--- src/rtl/block_shuffle_iter.sv ---
// Iterative Boron nibble shuffle over LANES x 16-bit lanes, one round per clock.
// Optional macro BLOCK_SHUFFLE_LANE_ROTATE_EN adds a per-round lane rotation.
module block_shuffle_iter #(
    parameter int unsigned LANES  = 4,
    parameter int unsigned ROUNDS = 1
) (
    input  logic                  clk,
    input  logic                  rst,
    input  logic                  in_valid,
    output logic                  in_ready,
    input  logic                  in_mode,
    input  logic [16*LANES-1:0]   in_data,
    output logic                  out_valid,
    input  logic                  out_ready,
    output logic [16*LANES-1:0]   out_data,
    output logic                  out_mode,
    output logic                  busy
);

    localparam int unsigned W  = 16 * LANES;
    localparam int unsigned CW = $clog2(ROUNDS + 1);
    localparam logic [CW-1:0] LAST = CW'(ROUNDS - 1);

    if (ROUNDS < 1) begin : g_rounds_chk
        $error("block_shuffle_iter: ROUNDS must be >= 1");
    end
    if (LANES < 1) begin : g_lanes_chk
        $error("block_shuffle_iter: LANES must be >= 1");
    end

    typedef enum logic [1:0] {S_IDLE, S_RUN, S_DONE} state_t;

    state_t          state_q, state_d;
    logic [W-1:0]    data_q, data_d;
    logic            mode_q, mode_d;
    logic [CW-1:0]   rcnt_q, rcnt_d;
    logic            in_ready_q, in_ready_d;
    logic            out_valid_q, out_valid_d;
    logic            busy_q, busy_d;

    // Encrypt: e3=n1, e2=n3, e1=n0, e0=n2
    function automatic logic [15:0] enc_lane(input logic [15:0] n);
        return {n[7:4], n[15:12], n[3:0], n[11:8]};
    endfunction

    // Decrypt: d3=n2, d2=n0, d1=n3, d0=n1
    function automatic logic [15:0] dec_lane(input logic [15:0] n);
        return {n[11:8], n[3:0], n[15:12], n[7:4]};
    endfunction

    function automatic logic [W-1:0] round_fn(input logic [W-1:0] x, input logic dec);
        logic [W-1:0] src;
        logic [W-1:0] res;
        src = x;
`ifdef BLOCK_SHUFFLE_LANE_ROTATE_EN
        // Decrypt undoes the encrypt rotation first, so lane i takes lane i+1.
        if (dec) begin
            for (int unsigned i = 0; i < LANES; i++)
                src[16*i +: 16] = x[16*((i + 1) % LANES) +: 16];
        end
`endif
        for (int unsigned i = 0; i < LANES; i++)
            res[16*i +: 16] = dec ? dec_lane(src[16*i +: 16]) : enc_lane(src[16*i +: 16]);
`ifdef BLOCK_SHUFFLE_LANE_ROTATE_EN
        if (!dec) begin
            src = res;
            for (int unsigned i = 0; i < LANES; i++)
                res[16*i +: 16] = src[16*((i + LANES - 1) % LANES) +: 16];
        end
`endif
        return res;
    endfunction

    always_comb begin
        state_d     = state_q;
        data_d      = data_q;
        mode_d      = mode_q;
        rcnt_d      = rcnt_q;
        in_ready_d  = in_ready_q;
        out_valid_d = out_valid_q;
        busy_d      = busy_q;
        case (state_q)
            S_IDLE: begin
                if (in_valid && in_ready_q) begin
                    data_d     = in_data;
                    mode_d     = in_mode;
                    rcnt_d     = '0;
                    state_d    = S_RUN;
                    in_ready_d = 1'b0;
                    busy_d     = 1'b1;
                end
            end
            S_RUN: begin
                data_d = round_fn(data_q, mode_q);
                rcnt_d = rcnt_q + CW'(1);
                if (rcnt_q == LAST) begin
                    state_d     = S_DONE;
                    out_valid_d = 1'b1;
                end
            end
            S_DONE: begin
                if (out_ready) begin
                    state_d     = S_IDLE;
                    out_valid_d = 1'b0;
                    in_ready_d  = 1'b1;
                    busy_d      = 1'b0;
                end
            end
            default: begin
                state_d     = S_IDLE;
                in_ready_d  = 1'b1;
                out_valid_d = 1'b0;
                busy_d      = 1'b0;
            end
        endcase
    end

    always_ff @(posedge clk) begin
        if (rst) begin
            state_q     <= S_IDLE;
            data_q      <= '0;
            mode_q      <= 1'b0;
            rcnt_q      <= '0;
            in_ready_q  <= 1'b1;
            out_valid_q <= 1'b0;
            busy_q      <= 1'b0;
        end else begin
            state_q     <= state_d;
            data_q      <= data_d;
            mode_q      <= mode_d;
            rcnt_q      <= rcnt_d;
            in_ready_q  <= in_ready_d;
            out_valid_q <= out_valid_d;
            busy_q      <= busy_d;
        end
    end

    assign in_ready  = in_ready_q;
    assign out_valid = out_valid_q;
    assign out_data  = data_q;
    assign out_mode  = mode_q;
    assign busy      = busy_q;

endmodule

--- config.mk ---
export PLATFORM = sky130hd
export DESIGN_NAME = block_shuffle_iter
export DESIGN_NICKNAME = d
export VERILOG_FILES = /design/src/rtl/block_shuffle_iter.sv
export SDC_FILE = /design/constraint.sdc
export NUM_CORES = 1
export LEC_CHECK = 0
export CORE_UTILIZATION = 40
export DETAILED_ROUTE_END_ITERATION = 10
export GPL_TIMING_DRIVEN = 0
export PLACE_DENSITY = 0.84
export SYNTH_ARGS = -nofsm -noshare
export SYNTH_HDL_FRONTEND = slang
export SYNTH_SLANG_ARGS = --single-unit
export TNS_END_PERCENT = 10
--- constraint.sdc ---
create_clock -name clk -period 1.53 [get_ports clk]
set_input_delay 0.306 -clock clk [delete_from_list [all_inputs] [get_ports clk]]
set_output_delay 0.306 -clock clk [all_outputs]
set_load 0.1 [all_outputs]
## Word level (Yosys, flattened, before mapping)

Cells that the tools add are included.

| operators by class | value |
|---|---|
| reduce and logical (&&, ||, !) cells | 8 |
| multiplexer cells | 19 |
| bitwise logic cells | 2 |
| equal/unequal tests | 5 |
| add/subtract/negate cells | 1 |

Operators by type and width:

| operator | number |
|---|---|
| $pmux 64 s2 | 1 |
| $mux 16 | 4 |
| $mux 64 | 1 |
| $pmux 1 s3 | 3 |
| $reduce_and 3->1 | 3 |
| $mux 2 | 3 |
| $ne 2x2->1 const B | 3 |
| $pmux 2 s3 | 1 |
| $mux 1 | 5 |
| $reduce_and 2->1 | 2 |
| $eq 2x1->1 const B | 1 |
| $eq 2x2->1 const B | 1 |
| $logic_not 2->1 | 1 |
| $not 1->1 | 2 |
| $pmux 1 s2 | 1 |
| $reduce_bool 2->1 | 1 |
| $add 1x1->1 const B | 1 |
| $logic_and 1x1->1 | 1 |

| storage, ports and cells | value |
|---|---|
| flip-flop bits (word level) | 71 |
| bits of input ports | 69 |

## Logic depth before layout (Yosys ltp)

| depth | value |
|---|---|
| depth in word-level cells | 3 |
| depth in mapped cells | 6 |
| gate-level depth less buffers | 3 |

## Worst setup path after synthesis

OpenSTA, ideal clock, no wires.

| path | value |
|---|---|
| path kind | reg-to-reg |
| from | reg mode_q (netlist: out_mode) |
| to | reg data_q[42] (netlist: out_data[42]) |
| required time | 1.412 ns |
| buffers on the path | 2 |
| setup slack | -0.651 ns |
| stages on the path, launching flop included | 6 |
| data arrival time | 2.064 ns |
| cell sequence | dfxtp_1 > buf_2 > buf_2 > mux2i_1 > a21oi_1 > a22o_2 |

| between the ends | value |
|---|---|
| word-level cells in the longest chain between the ends | 2 |

RTL lines:

| what | RTL line | text |
|---|---|---|
| from (decl) | 35 | `logic mode_q, mode_d;` |
| from (signal assigned) | 130 | `mode_q <= mode_d;` |
| $mux 16 | 63 | `res[16*i +: 16] = dec ? dec_lane(src[16*i +: 16]) : enc_lane(src[16*i +: 16]);` |
| $pmux 64 s2 | 82 | `case (state_q)` |
| to (signal assigned) | 129 | `data_q <= data_d;` |
| to (decl) | 34 | `logic [W-1:0] data_q, data_d;` |

Every way passes these cells.
A chain may end at the register's enable or synchronous reset.

## Worst setup path in the final report

| path | value |
|---|---|
| from | reg data_q[50] (netlist: out_data[50]) |
| to | out out_data[50] |

RTL lines:

| what | RTL line | text |
|---|---|---|
| to (decl) | 15 | `output logic [16*LANES-1:0] out_data,` |

No word-level cell between the ends.

==> out/metrics.cfg <==
[outcome]
status = complete, no violations

[route]
dr.pass1.iters = 4
routedWlPerCell_um = 17.00
ant_nets = 0
route.detailed.drc = 0
routed_via_density = 5.503
wl_um = 11010
num_vias = 3566
drt_iter0_drc = 97

[grt]
grt_overflow = 0
grt_pass1_wl_um = 17620
antenna_found_initial = 0
track_usage = 0.2300
grt_max_degree = 12
grt_pass1_vias = 3500

[job]
maxCapViolCount = 0

[sta]
fin_worst_hold_slack_ns = 0.3642
setup_violations = 0
finalHoldViolations = 0
fin_crit_ns = 1.501
fin_crit_sh = 0.9810
fin_ws_ns = 0.02912
slew_headroom = 0.6627
rsz0062_at_grt = yes
max_freq_ghz = 0.6663
tightest_slew_ns = 0.5059
fin_skew_ns = 0.005580
finalMaxSlewViolations = 0

[min_path]
holdCritPathClass = primary input to flop
hold_depth = 2

[worst_setup_path]
cp-start-kind = flop
r2r-end = out_mode
end_kind = output pin
setup.worst_path.start = out_data[50]
worst_ep_required_time_ns = 1.22
rr_worst_depth = 3
critPathCapture = out_data[50]
cp.arrival_ns = 1.19
cp_max_fo = 4
r2r_setup_slack_ns = 0.06
cp_cell_sequence = buf_2
crit_cells = 1
r2r-start = state_q[1]
crit_family = buffers and inverters
critPathKind = flop to output pin
crit_path_top_delay_cell = buf_2
critPathBufInv = 1
slowest_delay_ns = 0.46

[floorplan]
die_h_um = 97.06
start_util = 0.4145
die_area_mm2 = 0.009421
pin_count = 137
fp-row-count = 34
core_area_mm2 = 0.008721
die_w_um = 97.06

[power_and_ir_drop]
power_per_cell_area_mw_per_mm2 = 1300
cellLeakagePower_uw = 0.002177
vdd_drop_max_mv = 0.6345
total_power_uw = 6686

[clock_tree]
clockBufferDepth = 2
clock_sinks = 71
cts_made_buffers = 9
cts_root_buf = clkbuf_8
path_clk_slew_ns = 0.08
cts_tree = yes
postCtsHoldBufs = 0
htreeDepth = 3
clock_latency_ns = 0.34

[place]
io_buffers = 135
gp_congestion = 0.8320
dp_hpwl_um = 7683
pre_cts_slack_ns = -0.6328

[synth]
yosysWarnings = 0
synth_top_cell_area_share = 0.3932
syn_nets = 454
netlist-cell-type-count = 22
synth_top_cell_by_area = dfxtp_1
postSynthCellCount = 385
synth-seq-cells = 71
postSynthAreaPerCell_um2 = 9.389
yosys-top-cells-area = dfxtp_1, mux2i_1, a22o_2, a21oi_1, nor2_1
synth.yosys.seq_area_share = 0.3932
syn_area_mm2 = 0.003615

[finish]
finalNetCount = 604
drive_gt1_frac = 0.3426
area_growth_pct = 42.30
final_util = 0.5898
antenna_cells = 0

-- stage by stage --
step | instances | setup TNS [ns] | cell area [µm²]
global route | 648 | -0.2600 | 5144
CTS | 648 | -0.08740 | 5085
floorplan | 385 | 0 | 3647
finish | 648 | 0 | 5144
global placement | 628 | -55.19 | 5134
detailed placement | 628 | -57.75 | 5134
-- timing repair --
action / 4_1_cts / 5_1_grt
setup buffers: 4 / 0
resized for setup: 357 / 30
endpoints found under the setup margin: 134 / 59
pin swaps: 2 / 0
-- cells in the final DEF (no fill, tap or decap), drive strengths merged, types with 2 or more instances in the layout --
cell and count:
buf 72, dfxtp 71, a21oi 70, clkdlybuf4s50 66
mux2i 65, nor2 65, a22o 64, clkbuf 48
nand2 3, o21ai 2, clkinv 2, nor2b 2
-- sequential cells by signal (all words and copies together) (netlist names) --
register	cells
busy	1
in_ready	1
out_data	64
out_mode	1
out_valid	1
rcnt_q	1
state_q	2
-- report_power, final --
part	leakage [µW]	internal (µW)	switching, µW
Clock	0.000109	883	695
Sequential	0.000586	2050	222
Combinational	0.00148	791	2040
Total	0.00218	3730	2960
-- cells by family after synthesis --
kind of cell | after synthesis | synth area share
DFF | 71 | 0.3932
muxes | 65 | 0.1800
AOI/OAI and AO/OA | 138 | 0.2842
and+or+nand+nor | 75 | 0.08827
buffers and inverters | 36 | 0.05434
-- Yosys cell counts --
cell type,count
dfxtp_1,71
a21oi_1,70
mux2i_1,65
nor2_1,65
a22o_2,58
clkbuf_1,14
buf_2,13
a22o_1,6
buf_6,6
nand2_1,3
buf_1,2
o21ai_0,2
a311oi_4,1
inv_2,1
nand2b_1,1
nor2b_1,1
nor2b_4,1
nor3_2,1
nor3b_1,1
o21bai_1,1
or3_2,1
or4bb_2,1
-- worst min path at each step --
stage | slack [ns] | from | endpoint
floorplan | 0.44 | rcnt_q | state_q[0]
global placement | 0.45 | busy | busy
detailed placement | 0.46 | out_valid | out_valid
CTS | 0.36 | rst | out_mode
global route | 0.40 | rst | out_mode
finish | 0.36 | rst | out_mode
-- final cells by class --
cell class,count,area (µm²)
multi-input combinational,278,2007
timing repair buffer,139,1105
fill,810,3577
sequential,71,1429
inverter,1,3.754
buffer,35,255.2
clock inverter,3,40.04
clock buffer,13,168.9
tap,108,135.1
-- per-layer routing --
metal	wire length, µm	GRT usage
met3	646	0.04029
met2	5468	0.3992
met4	114	0.07463
met5	0	0
met1	4783	0.2879
No activity file was read; power rests on OpenSTA's default activity.
